[src/rtl/dct_tp_pkg.sv]
// rtl/dct_tp_pkg.sv - shared types and constants for the ping-pong DCT transpose buffer
package dct_tp_pkg;

  localparam int NUM_BANKS = 2;

  typedef logic bank_sel_t;

  function automatic bank_sel_t other_bank(input bank_sel_t b);
    return ~b;
  endfunction

endpackage

[src/rtl/dct_tp_bank.sv]
// rtl/dct_tp_bank.sv - NxN sample register array, row-write port and column-read mux
module dct_tp_bank
  import dct_tp_pkg::*;
#(
  parameter int SIZE = 10,
  parameter int N    = 8,
  parameter int CW   = $clog2(N)
) (
  input  logic                   clk,
  input  logic                   rst,
  input  logic                   we,
  input  logic [CW-1:0]          wrow,
  input  logic [N-1:0][SIZE-1:0] wdata,
  input  logic [CW-1:0]          rcol,
  output logic [N-1:0][SIZE-1:0] rdata
);

  // mem[row][col]
  logic [N-1:0][N-1:0][SIZE-1:0] mem;

  always_ff @(posedge clk or negedge rst) begin
    if (!rst) begin
      mem <= '0;
    end else if (we) begin
      mem[wrow] <= wdata;
    end
  end

  always_comb begin
    rdata = '0;
    for (int i = 0; i < N; i++) begin
      rdata[i] = mem[i][rcol];
    end
  end

endmodule

[src/rtl/dct_transpose_pingpong.sv]
// rtl/dct_transpose_pingpong.sv - double-buffered NxN transpose between row and column DCT stages
// Optional synchronous partial-block flush input is built when DCT_TP_FLUSH_EN is defined.
module dct_transpose_pingpong
  import dct_tp_pkg::*;
#(
  parameter int  SIZE = 10,
  parameter int  N    = 8,
  localparam int CW   = $clog2(N)
) (
  input  logic                   clk,
  input  logic                   rst,
  input  logic                   in_valid,
  output logic                   in_ready,
  input  logic [N-1:0][SIZE-1:0] in_data,
  output logic                   out_valid,
  input  logic                   out_ready,
  output logic [N-1:0][SIZE-1:0] out_data,
  output logic [CW-1:0]          out_col,
  output logic                   out_last,
  output logic [NUM_BANKS-1:0]   bank_full
`ifdef DCT_TP_FLUSH_EN
  ,
  input  logic                   flush
`endif
);

  typedef logic [CW-1:0] rc_cnt_t;
  localparam rc_cnt_t LAST_IDX = rc_cnt_t'(N - 1);

  bank_sel_t wbank;
  bank_sel_t rbank;
  rc_cnt_t   wrow;
  rc_cnt_t   rcol;
  logic      flush_req;
  logic      wr_fire;
  logic      rd_fire;

  logic [NUM_BANKS-1:0]                   bank_we;
  logic [NUM_BANKS-1:0][N-1:0][SIZE-1:0]  bank_rdata;

`ifdef DCT_TP_FLUSH_EN
  assign flush_req = flush;
`else
  assign flush_req = 1'b0;
`endif

  assign in_ready  = !bank_full[wbank];
  assign out_valid = bank_full[rbank];
  assign out_col   = rcol;
  assign out_last  = out_valid && (rcol == LAST_IDX);
  assign out_data  = bank_rdata[rbank];

  // A flushed cycle never writes, so the discarded row cannot land in storage.
  assign wr_fire = in_valid && in_ready && !flush_req;
  assign rd_fire = out_valid && out_ready;

  for (genvar b = 0; b < NUM_BANKS; b++) begin : g_bank
    assign bank_we[b] = wr_fire && (wbank == 1'(b));

    dct_tp_bank #(
      .SIZE (SIZE),
      .N    (N),
      .CW   (CW)
    ) u_bank (
      .clk   (clk),
      .rst   (rst),
      .we    (bank_we[b]),
      .wrow  (wrow),
      .wdata (in_data),
      .rcol  (rcol),
      .rdata (bank_rdata[b])
    );
  end

  // Write only targets an empty bank and read only a full one, so the set and
  // clear of bank_full always hit different bits.
  always_ff @(posedge clk or negedge rst) begin
    if (!rst) begin
      bank_full <= '0;
      wbank     <= 1'b0;
      rbank     <= 1'b0;
      wrow      <= '0;
      rcol      <= '0;
    end else begin
      if (flush_req) begin
        wrow <= '0;
      end else if (wr_fire) begin
        if (wrow == LAST_IDX) begin
          bank_full[wbank] <= 1'b1;
          wbank            <= other_bank(wbank);
          wrow             <= '0;
        end else begin
          wrow <= wrow + rc_cnt_t'(1);
        end
      end

      if (rd_fire) begin
        if (rcol == LAST_IDX) begin
          bank_full[rbank] <= 1'b0;
          rbank            <= other_bank(rbank);
          rcol             <= '0;
        end else begin
          rcol <= rcol + rc_cnt_t'(1);
        end
      end
    end
  end

endmodule
[config.mk]
export PLATFORM = sky130hd
export DESIGN_NAME = dct_transpose_pingpong
export DESIGN_NICKNAME = d
export VERILOG_FILES = /design/src/rtl/dct_tp_pkg.sv /design/src/rtl/dct_tp_bank.sv /design/src/rtl/dct_transpose_pingpong.sv
export SDC_FILE = /design/constraint.sdc
export NUM_CORES = 2
export LEC_CHECK = 0
export CORE_AREA = 2 2 384 386
export CTS_CLUSTER_DIAMETER = 200
export DETAILED_ROUTE_END_ITERATION = 10
export DIE_AREA = 0 0 386 388
export SKIP_LAST_GASP = 1
export SLEW_MARGIN = 10
export SYNTH_ARGS = -nofsm -noshare
export SYNTH_HDL_FRONTEND = slang
export SYNTH_SLANG_ARGS = --single-unit
[constraint.sdc]
create_clock -name clk -period 1.95 [get_ports clk]
set_input_delay 0.195 -clock clk [delete_from_list [all_inputs] [get_ports clk]]
set_output_delay 0.195 -clock clk [all_outputs]
set_load 0.1 [all_outputs]
[Word-level counts from Yosys, hierarchy flattened]
Cells that the tools add are included.
Operators by class
  $add $sub $neg: 2
  order comparisons: 7
  eq/ne operators: 2
  mux-type cells: 52
  bitwise operators: 5
  reductions and logical operators: 11
Operators with widths (number)
  $bwmux W640: 2
  $bmux W10 S3: 16
  $demux W80 S3: 1
  $mux W80: 3
  $mux W10: 16
  $logic_and A1 B1 Y1: 8
  $lt A3 B4 Y1 const B: 2
  $mux W2: 4
  $add A3 B1 Y3 const B: 2
  $eq A3 B3 Y1 const B: 2
  $mux W1: 6
  $mux W3: 2
  $lt A1 B2 Y1 const B: 2
  $reduce_and A2 Y1: 2
  $ge A3 B1 Y1 const B: 1
  $and A2 B2 Y2: 1
  $demux W1 S1: 2
  $ge A1 B1 Y1 const B: 2
  $not A1 Y1: 2
  $not A2 Y2: 1
  $or A2 B2 Y2: 1
  $logic_not A1 Y1: 1
Storage, ports and cells
  flip-flop bits (word level): 1290
  input port bits: 84
  output and inout bits: 88
  logic and storage cells: 212

[Longest topological paths before layout]
  depth after elaboration: 10
  mapped depth: 8

[Modules after synthesis]
A second synthesis with hierarchy kept.
Second synthesis, totals
  cells, all modules: 3419
  area total of the unflattened synthesis: 58320.9 um^2
By module, submodules not included
  dct_tp_bank: times used 2, cells an instance 1644, area each 28428.5 um^2, sequential area each 16015.4 um^2
  dct_transpose_pingpong: times used 1, cells an instance 131, area each 1463.9 um^2, sequential area each 250.2 um^2

[Least setup slack after synthesis]
No wires, ideal clock.
  path kind: reg-to-reg
  start: register bank_full[1]
  end: register wrow[1]
  library setup time: 125 ps
  data arrival time: 3198 ps
  slack: -1373 ps
  stages on the path, launching flop included: 4
  clock period less this slack: 3323 ps
  cell sequence: dfrtp_1 -> mux2i_1 -> nand2_1 -> mux2_2
On the way
  cells in the longest elaborated chain, start to end: 4
RTL lines
  start: declaration: line dct_transpose_pingpong.sv:20  | output logic [NUM_BANKS-1:0] bank_full
  start signal: assignment: line dct_transpose_pingpong.sv:79  | bank_full <= '0;
  start signal: indexed assignment: line dct_transpose_pingpong.sv:89  | bank_full[wbank] <= 1'b1;
  start signal: indexed assignment: line dct_transpose_pingpong.sv:99  | bank_full[rbank] <= 1'b0;
  $mux W1 (not written as such) (2 in a row): line dct_transpose_pingpong.sv:47  | assign in_ready = !bank_full[wbank];
  $logic_not A1 Y1: line dct_transpose_pingpong.sv:47
  via in_ready: line dct_transpose_pingpong.sv:13  | output logic in_ready,
  $logic_and A1 B1 Y1: line dct_transpose_pingpong.sv:54  | assign wr_fire = in_valid && in_ready && !flush_req;
  end signal: assignment: line dct_transpose_pingpong.sv:93  | wrow <= wrow + rc_cnt_t'(1);
  end: declaration: line dct_transpose_pingpong.sv:32  | rc_cnt_t wrow;
The timed path passes the listed nets, and every way through them passes these cells. The select of a mux whose other input is x is not followed.
A chain may end at the register's enable or synchronous reset.

==> metrics.csv <==
stage,metric,value,unit
min_path,min_path_type,in2reg,
floorplan,die_area,149800,um2
global_route,grt_pass1_wl,259600,um
detailed_routing,vias_per_cell,5.649,
cells_and_area,syn2layout_area_growth,29.36,%
detailed_routing,route.detailed.drc,0,
cells_and_area,seqCellArea,32300,um2
timing,layout_setup_ws,-1.086,ns
global_route,grt_max_degree,96,
floorplan,die_width,386,um
worst_setup_path,required,1.75,ns
cells_and_area,fillers,12154,
yosys,synth_seq_cells,1290,
yosys,async_reset_ff_share,100.0,%
floorplan,core_area,145200,um2
yosys,ys_seq_area_share,55.77,%
timing,worstMarginPinSlew,0.9784,ns
place,post-place-cells,6010,
yosys,syn_nets,3942,
worst_setup_path,endpoint_kind,output port,
cells_and_area,instances_no_fill,6407,
clock_network,cts_buffer_depth,3,
cells_and_area,final_cell_area,74880,um2
flow_run,cap_violations,0,
yosys,postSynthCellCount,3854,
global_route,antenna_found_initial,30,
cells_and_area,multiInputGateArea,25820,um2
detailed_routing,wl_met2,84460,um
power_and_ir_drop,leakage,0.03353,uW
detailed_routing,ant_nets,0,
worst_setup_path,cp-start-kind,flip-flop,
detailed_routing,wl_per_cell,28.67,um
clock_network,cts_tree,yes,
detailed_routing,top_layer_used,met4,
worst_setup_path,cp.arrival,2.84,ns
timing,hold_viol,0,
clock_network,clk_pin_slew,0.06,ns
yosys,ys_warn_count,0,
timing,timing.slew.headroom,34.56,%
place,place_congestion,0.7688,
floorplan,io_pins,172,
global_route,grtUsageTotal,23.71,%
timing,setup_violations,804,
clock_network,cts-htree-levels,4,
place,portBuffers,171,
cells_and_area,drive_above_1_share,52.78,%
worst_setup_path,critPathKind,reg2out,
outcome,violations,negative setup slack,
clock_network,cts_sinks,1290,
floorplan,rows,140,
clock_network,clkLatencyLatePin,0.77,ns
timing,fin_crit,3.036,ns
place,place_area,67200,um2
timing,clock_skew,0.02429,ns
yosys,netlist_area,57880,um2
clock_network,cts_root_buf,clkbuf_16,
yosys,ys.flop_type,dfrtp_1,
yosys,synth_area_per_cell,15.02,um2
global_route,grt_pass1_vias,38034,
detailed_routing,drt-met1-wl,84690,um
outcome,status,"finished, violations left",
detailed_routing,wl_met3,9570,um
detailed_routing,num_vias,36190,
floorplan,start_util,39.86,%
cells_and_area,utilization,51.56,%
detailed_routing,dr.pass1.iters,5,
global_route,grt-ovfl-total,0,
detailed_routing,dr.first_iter.drc_count,2446,
timing,slew_viol_final,0,
yosys,ys_types,28,
timing,max_freq,0.3294,GHz
yosys,synth-edff-count,0,
clock_network,cts_buffers,144,
worst_setup_path,cp_max_fo,7,
detailed_routing,drt_wl_total,183700,um
place,place_hpwl,113500,um
timing,rsz0062_at_grt,true,
cells_and_area,nets,4459,
timing,timing.final.crit_share,155.7,%
floorplan,dieHeight,388,um
power_and_ir_drop,vdd_ir_drop_max,3724,uV
power_and_ir_drop,power.density,2061,nW/um2
cell families (layout without fill, tap and decap cells):
kind of cell               count (synthesis)  after routing  synth area share, %
adders and majority gates                  4              4              0.08647
xor gates and xnor gates                   1              1              0.01513
AOI/OAI and AO/OA                        236            236                3.057
muxes                                   1759           1759                36.81
other                                      0             13                    0
and+or+nand+nor                          219            221                1.738
buffers and inverters                    345            966                2.525
DFF                                     1290           1290                55.77
state kept, by name, summed over array words and instances, names as in the netlist:
register,cells
wbank,1
wrow,3
rbank,1
g_bank.u_bank.mem,1280
bank_full,2
out_col,3
per-layer routing:
metal | up-vias | GRT usage, %
li1 | 15357 | -
met1 | 19737 | 34.11
met2 | 853 | 36.14
met3 | 243 | 4.763
met4 | 0 | 7.053
met5 | - | 0
where the power goes:
group          switching, uW  internal, uW  total [uW]
Sequential              5990         39100       45100
Clock                  11000         16100       27100
Combinational          44200         37800       82100
critical path: stages (launching register included):
cell and delay [ns]:
dfrtp_4 0.52, buf_12 0.20, buf_4 0.23, mux4_2 0.54
a22oi_2 0.26, nand2_4 0.13, buf_12 0.19
repair_timing:
action,in CTS,in global routing
endpoints found under the hold margin,1290,0
gates resized for setup,126,129
hold buffers,4,0
setup endpoints to repair,318,1094
buffers inserted,58,36
cloned,12,32
pin swaps,83,108
layout by cell type, fill, tap and decap left out, types with 11 or more instances in the layout:
cell / count
buf_16: 24
clkbuf_16: 174
mux4_2: 167
buf_12: 226
buf_6: 44
a22oi_1: 126
clkbuf_1: 40
nand2_4: 83
mux2_1: 198
buf_8: 12
mux2i_1: 304
diode_2: 13
clkbuf_8: 39
nand3_1: 48
a22oi_2: 107
nand3_2: 34
nand2_1: 11
dfrtp_1: 1283
clkdlybuf4s50_1: 82
mux2_2: 1082
buf_4: 295
clkinv_2: 11
synthesized netlist by cell type, types with 2 or more instances:
cell type	instances	area share, %
clkbuf_1	179	1.2
mux4_2	167	6.5
nor3_1	3	0.026
dfrtp_1	1290	56
and2_1	2	0.022
buf_1	37	0.24
nand2_1	99	0.64
mux2_1	198	3.9
a22oi_1	233	3.0
buf_2	127	1.1
nor2_1	8	0.052
mux2i_1	307	5.3
nand3_1	86	0.74
nor2b_1	7	0.076
ha_1	4	0.086
a21o_1	2	0.026
buf_4	2	0.026
nand2b_1	7	0.076
mux2_2	1087	21
cell type report:
type | count | area share [%]
clock buffers | 228 | 5.897
diodes | 13 | 0.04345
flip-flops and latches | 1290 | 43.14
well taps | 1917 | 3.203
repair buffers | 714 | 12.86
clock inverters | 24 | 0.3760
multi-input cells | 2221 | 34.48
per-stage QoR:
step	power [uW]	setup WS, ns	hold slack, ns	setup TNS (ns)
final	154300	-1.086	0.1313	-138.15
after detailed placement	121600	-0.5416	0.1315	-254.34
after global routing	161000	-1.156	0.1611	-179.62
after CTS	152300	-1.137	0.07402	-193.60
after global placement	120400	-0.5388	0.1282	-261.74
after floorplan	93670	-0.3840	-0.1006	-28.26
worst paths after layout:
kind                       depth (start not counted)                        end                       from  slack, ns
hold / removal                                     4               bank_full[0]                  out_ready       0.13
setup reg to reg                                  10  g_bank[1].u_bank.mem[103]               bank_full[1]      -0.25
min in group asynchronous                          3  g_bank[0].u_bank.mem[606]                        rst       0.25
hold reg to reg                                    1  g_bank[0].u_bank.mem[635]  g_bank[0].u_bank.mem[635]       0.48
max in group asynchronous                          3  g_bank[0].u_bank.mem[167]                        rst       0.31
setup / recovery                                   6               out_data[44]                 out_col[0]      -1.09
Power figures use the tool's default switching activity.
